===== src/rtl/grid_mem_arbiter.sv =====
// Single-port grid RAM arbiter for placer (p0), line clearer (p1) and display scanner (p2).
// Optional macro GRID_ARB_RR_EN selects round-robin between p0/p1; default is fixed p0 > p1.
module grid_mem_arbiter #(
  parameter int ADDR_W     = 8,
  parameter int DATA_W     = 8,
  parameter int DISP_BURST = 8
) (
  input  logic              clk,
  input  logic              reset,
  input  logic              p0_valid,
  input  logic              p0_we,
  input  logic              p0_lock,
  input  logic [ADDR_W-1:0] p0_addr,
  input  logic [DATA_W-1:0] p0_wdata,
  input  logic              p1_valid,
  input  logic              p1_we,
  input  logic              p1_lock,
  input  logic [ADDR_W-1:0] p1_addr,
  input  logic [DATA_W-1:0] p1_wdata,
  input  logic              p2_valid,
  input  logic [ADDR_W-1:0] p2_addr,
  output logic              p0_ready,
  output logic              p1_ready,
  output logic              p2_ready,
  output logic              p0_rvalid,
  output logic              p1_rvalid,
  output logic              p2_rvalid,
  output logic [DATA_W-1:0] rdata,
  output logic [ADDR_W-1:0] grid_address,
  output logic [DATA_W-1:0] grid_data_out,
  output logic              write_en,
  input  logic [DATA_W-1:0] tetris_grid_in
);

  // owner    | meaning
  // OWN_NONE | free arbitration among valid requesters
  // OWN_P0   | p0 holds the memory until it issues a lock=0 beat
  // OWN_P1   | p1 holds the memory until it issues a lock=0 beat
  typedef enum logic [1:0] {OWN_NONE, OWN_P0, OWN_P1} owner_t;

  localparam logic [3:0] LP_BURST = 4'(DISP_BURST);

  owner_t     r_owner;
  logic [3:0] r_disp_cnt;
  logic       r_tag_vld;
  logic [1:0] r_tag_port;

  logic w_game_v;
  logic w_disp_sat;
  logic w_pick_p1;
  logic w_acc0;
  logic w_acc1;
  logic w_acc2;

  assign w_game_v   = p0_valid | p1_valid;
  assign w_disp_sat = (r_disp_cnt == LP_BURST);

`ifdef GRID_ARB_RR_EN
  logic r_rr_ptr;  // 1 = p1 has priority on the next contested game grant

  assign w_pick_p1 = p1_valid & (r_rr_ptr | ~p0_valid);

  always_ff @(posedge clk or posedge reset) begin
    if (reset)       r_rr_ptr <= 1'b0;
    else if (w_acc0) r_rr_ptr <= 1'b1;
    else if (w_acc1) r_rr_ptr <= 1'b0;
  end
`else
  assign w_pick_p1 = ~p0_valid;
`endif

  always_comb begin
    p0_ready = 1'b0;
    p1_ready = 1'b0;
    p2_ready = 1'b0;
    if (!reset) begin
      case (r_owner)
        OWN_P0: p0_ready = p0_valid;
        OWN_P1: p1_ready = p1_valid;
        default: begin
          if (p2_valid && !(w_disp_sat && w_game_v)) p2_ready = 1'b1;
          else if (w_game_v) begin
            if (w_pick_p1) p1_ready = 1'b1;
            else           p0_ready = 1'b1;
          end
        end
      endcase
    end
  end

  assign w_acc0 = p0_valid & p0_ready;
  assign w_acc1 = p1_valid & p1_ready;
  assign w_acc2 = p2_valid & p2_ready;

  always_ff @(posedge clk or posedge reset) begin
    if (reset) begin
      r_owner    <= OWN_NONE;
      r_disp_cnt <= 4'd0;
    end else begin
      if (w_acc0)      r_owner <= p0_lock ? OWN_P0 : OWN_NONE;
      else if (w_acc1) r_owner <= p1_lock ? OWN_P1 : OWN_NONE;

      if (!w_game_v || w_acc0 || w_acc1)  r_disp_cnt <= 4'd0;
      else if (w_acc2 && !w_disp_sat)     r_disp_cnt <= r_disp_cnt + 4'd1;
    end
  end

  // Memory command stage; address/data hold on idle cycles, strobe drops.
  always_ff @(posedge clk or posedge reset) begin
    if (reset) begin
      grid_address  <= '0;
      grid_data_out <= '0;
      write_en      <= 1'b0;
      r_tag_vld     <= 1'b0;
      r_tag_port    <= 2'd0;
    end else begin
      write_en  <= 1'b0;
      r_tag_vld <= 1'b0;
      if (w_acc0) begin
        grid_address  <= p0_addr;
        grid_data_out <= p0_wdata;
        write_en      <= p0_we;
        r_tag_vld     <= ~p0_we;
        r_tag_port    <= 2'd0;
      end else if (w_acc1) begin
        grid_address  <= p1_addr;
        grid_data_out <= p1_wdata;
        write_en      <= p1_we;
        r_tag_vld     <= ~p1_we;
        r_tag_port    <= 2'd1;
      end else if (w_acc2) begin
        grid_address  <= p2_addr;
        grid_data_out <= '0;
        r_tag_vld     <= 1'b1;
        r_tag_port    <= 2'd2;
      end
    end
  end

  // Read return stage: RAM data for last cycle's address is captured here.
  always_ff @(posedge clk or posedge reset) begin
    if (reset) begin
      p0_rvalid <= 1'b0;
      p1_rvalid <= 1'b0;
      p2_rvalid <= 1'b0;
      rdata     <= '0;
    end else begin
      p0_rvalid <= r_tag_vld && (r_tag_port == 2'd0);
      p1_rvalid <= r_tag_vld && (r_tag_port == 2'd1);
      p2_rvalid <= r_tag_vld && (r_tag_port == 2'd2);
      if (r_tag_vld) rdata <= tetris_grid_in;
    end
  end

endmodule


===== config.mk =====
export PLATFORM = sky130hd
export DESIGN_NAME = grid_mem_arbiter
export DESIGN_NICKNAME = d
export VERILOG_FILES = /design/src/rtl/grid_mem_arbiter.sv
export SDC_FILE = /design/constraint.sdc
export NUM_CORES = 1
export LEC_CHECK = 0
export ABC_AREA = 0
export ABC_CLOCK_PERIOD_IN_PS = 2100
export CORE_MARGIN = 2
export CORE_UTILIZATION = 41
export DETAILED_ROUTE_END_ITERATION = 16
export PLACE_DENSITY_LB_ADDON = 0.08
export SYNTH_ARGS = -nofsm -noshare
export SYNTH_HDL_FRONTEND = slang
export SYNTH_SLANG_ARGS = --single-unit
export TNS_END_PERCENT = 1

===== constraint.sdc =====
create_clock -name clk -period 2.1 [get_ports clk]
set_input_delay 0.42 -clock clk [delete_from_list [all_inputs] [get_ports clk]]
set_output_delay 0.42 -clock clk [all_outputs]
set_load 0.01 [all_outputs]

==> results.py <==
metrics = {
    "timing": {
        "report.final.slew_viol_count": 0,
        "relSlewSlack": 0.7172,
        "finalHoldViolCount": 0,
        "period_needed_ns": 2.118,
        "layout_setup_ws_ns": -0.01823,
        "fmax_ghz": 0.4721,
        "fin_skew_ns": 0.007284,
        "hold_ws_ns": 0.4576,
        "finalSetupViolations": 1,
        "fin_crit_sh": 1.009,
        "rsz0062_at_grt": "yes",
        "worst-slew-pin-transition_ns": 0.4242,
    },
    "yosys": {
        "syn_inst": 164,
        "yosys-top-cells-area": "dfrtp_1, a221o_1, mux2_2",
        "syn_nets": 225,
        "netlist.top_cell.by_area": "dfrtp_1",
        "synth_edf_count": 0,
        "yosysUniqueCellTypes": 39,
        "syn_area_um2": 1856,
        "synth_top_area_share": 0.4990,
        "ys_warn_count": 0,
        "synth_seq_area_share": 0.4990,
        "synth-main-ff-cell": "dfrtp_1",
        "ys_async_sr_fraction": 1.000,
        "ys_ff_latch": 37,
        "avgSynthCellArea_um2": 11.31,
    },
    "floorplan": {
        "io_pins": 88,
        "die_w_um": 71.28,
        "placementRows": 24,
        "initial_core_util": 0.4261,
        "core_area_um2": 4354,
        "die-height_um": 71.28,
        "dieArea_um2": 5080,
    },
    "cts": {
        "cts_sinks": 37,
        "htree_levels": 2,
        "clock_latency_ns": 0.28,
        "hold_buffers": 0,
        "clk_path_buf_depth": 2,
        "cts_tree": "done",
        "clk_pin_slew_ns": 0.07,
        "cts_buffers": 5,
        "clockRootBuffer": "clkbuf_8",
    },
    "power": {
        "finalPower_mw": 3.805,
        "power.density_nw_per_um2": 1208,
        "p_leak_nw": 1.384,
        "ir_drop_v": 0.0007622,
    },
    "setup_path": {
        "reg2regPathDepth": 8,
        "cp.arrival_ns": 1.70,
        "r2r_end": "write_en$_DFF_PP0_",
        "setup.worst_path.class": "register to primary output",
        "setup.worst_path.end_class": "primary output",
        "crit_start": "r_owner[0]$_DFFE_PP0P_",
        "worstSetupEndpoint": "p1_ready",
        "worst_setup_path_start_kind": "register",
        "rrSetupSlack_ns": 0.07,
        "required_ns": 1.68,
        "r2r-start": "r_owner[0]$_DFFE_PP0P_",
        "path_max_fanout": 10,
    },
    "global_routing": {
        "antenna_found_initial": 0,
        "use_met1": 0.2631,
        "grt_overflow": 0,
        "use_met3": 0.04360,
        "busiest_layer": "met2",
        "grt_pass1_wl_um": 8231,
        "track_usage": 0.2039,
        "grt_pass1_vias": 1777,
        "grt_use_met2": 0.3529,
        "grt_max_degree": 23,
    },
    "placed_design": {
        "place_ws_ns": -0.4977,
        "dp_hpwl_um": 3692,
        "port_buffers": 87,
        "routabilityCongestion": 0.8388,
    },
    "finish": {
        "layout.filler_cells": 352,
        "seq_area_um2": 925.9,
        "drive_gt1_frac": 0.2439,
        "area_growth_pct": 69.72,
        "multi_input_area_um2": 924.6,
        "final_nets": 348,
        "fin_util": 0.7233,
        "antenna_cells": 0,
    },
    "job": {
        "maxCapViolCount": 0,
    },
    "route": {
        "drc": 0,
        "viasPerCell": 5.171,
        "dr_total_vias": 1753,
        "drtAntennaViolNets": 0,
        "drt_iter0_markers": 72,
        "firstDrtPassIters": 4,
        "finalWirelength_um": 4971,
        "wl_per_cell_um": 14.66,
    },
    "hold_path": {
        "hp-class": "input pin to async pin",
    },
    "run_status": {
        "status": "finished with violations",
        "violations": "setup timing",
    },
}
[power by group]
part | internal, mW | switching (mW)
Clock | 0.260 | 0.248
Combinational | 1.24 | 0.851
Sequential | 1.02 | 0.184
Total | 2.52 | 1.28
[cells in the mapped netlist (5+ instances only)]
cell type   n
nand3_1    12
nand4_1     6
o21ai_1     7
a221o_1     9
nor2_1      6
mux2_2      8
a21o_1      7
and2_1     12
inv_1       5
dfrtp_1    37
a2bb2oi_1   8
[sequential cells by signal (all words and copies together), names as in the netlist]
name	cells
grid_data_out	8
grid_address	8
r_tag_port	2
r_disp_cnt	4
p0_rvalid	1
p1_rvalid	1
p2_rvalid	1
r_tag_vld	1
write_en	1
rdata	8
r_owner	2
[worst min path at each step]
stage | cells past startpoint | slack (ns) | start | to
after floorplan | 1 | 0.44 | r_tag_port[0]$_DFFE_PP0P_ | p0_rvalid$_DFF_PP0_
after global placement | 1 | 0.46 | r_tag_port[1]$_DFFE_PP0P_ | p0_rvalid$_DFF_PP0_
after detailed placement | 1 | 0.47 | r_tag_port[0]$_DFFE_PP0P_ | p0_rvalid$_DFF_PP0_
after CTS | 3 | 0.46 | reset | grid_address[3]$_DFFE_PP0P_
after global routing | 3 | 0.49 | reset | grid_address[3]$_DFFE_PP0P_
final | 3 | 0.46 | reset | grid_address[3]$_DFFE_PP0P_
[cells in the final DEF (no fill, tap or decap), drive strengths merged, types with 3 or more instances in the layout]
cell type	instances
nand3	12
nand4	6
nand2	3
o21ai	10
and2	12
a21oi	3
inv	6
a221o	9
dfrtp	37
clkdlybuf4s50	83
clkbuf	7
and3b	4
ha	4
nor2	6
a2bb2oi	8
buf	37
mux2	9
a21o	7
a221oi	3
[cell type report]
class                      instances  share of cell area
timing repair buffer             122              0.3560
sequential                        37              0.2940
multi-input combinational        115              0.2936
clock buffer                       6             0.02622
tap                               52             0.02066
inverter                           6            0.007151
clock inverter                     1            0.002384
[repair_timing]
item,in CTS,in global routing
pin swaps,1,0
buffers inserted,4,1
resized for setup,17,9
setup endpoints to repair,12,12
[per-stage QoR]
stage	TNS [ns]	cell area [um2]	instances
after global routing	-0.2313	3149	339
after CTS	-0.06369	3123	338
after floorplan	0	1856	164
final	-0.01823	3149	339
after global placement	-4.176	2985	327
after detailed placement	-4.799	2985	327
[routing by layer]
metal / up-vias / share of wire
li1: 859 / -
met1: 828 / 0.44
met2: 62 / 0.50
met3: 4 / 0.060
met4: 0 / 0.0060
met5: - / 0
[critical path, cell delays in order, from the launching register on]
cell and delay (ns):
dfrtp_1 0.37, inv_2 0.06, ha_4 0.27, buf_6 0.14, nor2_1 0.08, a2111oi_4 0.30
buf_2 0.20
[kinds of logic (layout without fill, tap and decap cells)]
family | Yosys count | in the layout | share of synthesized area
xor+xnor | 3 | 3 | 0.01416
compound gates | 47 | 47 | 0.2036
flops | 37 | 37 | 0.4990
simple gates | 51 | 51 | 0.1672
buf+inv | 12 | 135 | 0.02899
fa+ha+maj | 4 | 4 | 0.02697
mux | 10 | 10 | 0.06002
No activity file was read; power rests on OpenSTA's default activity.
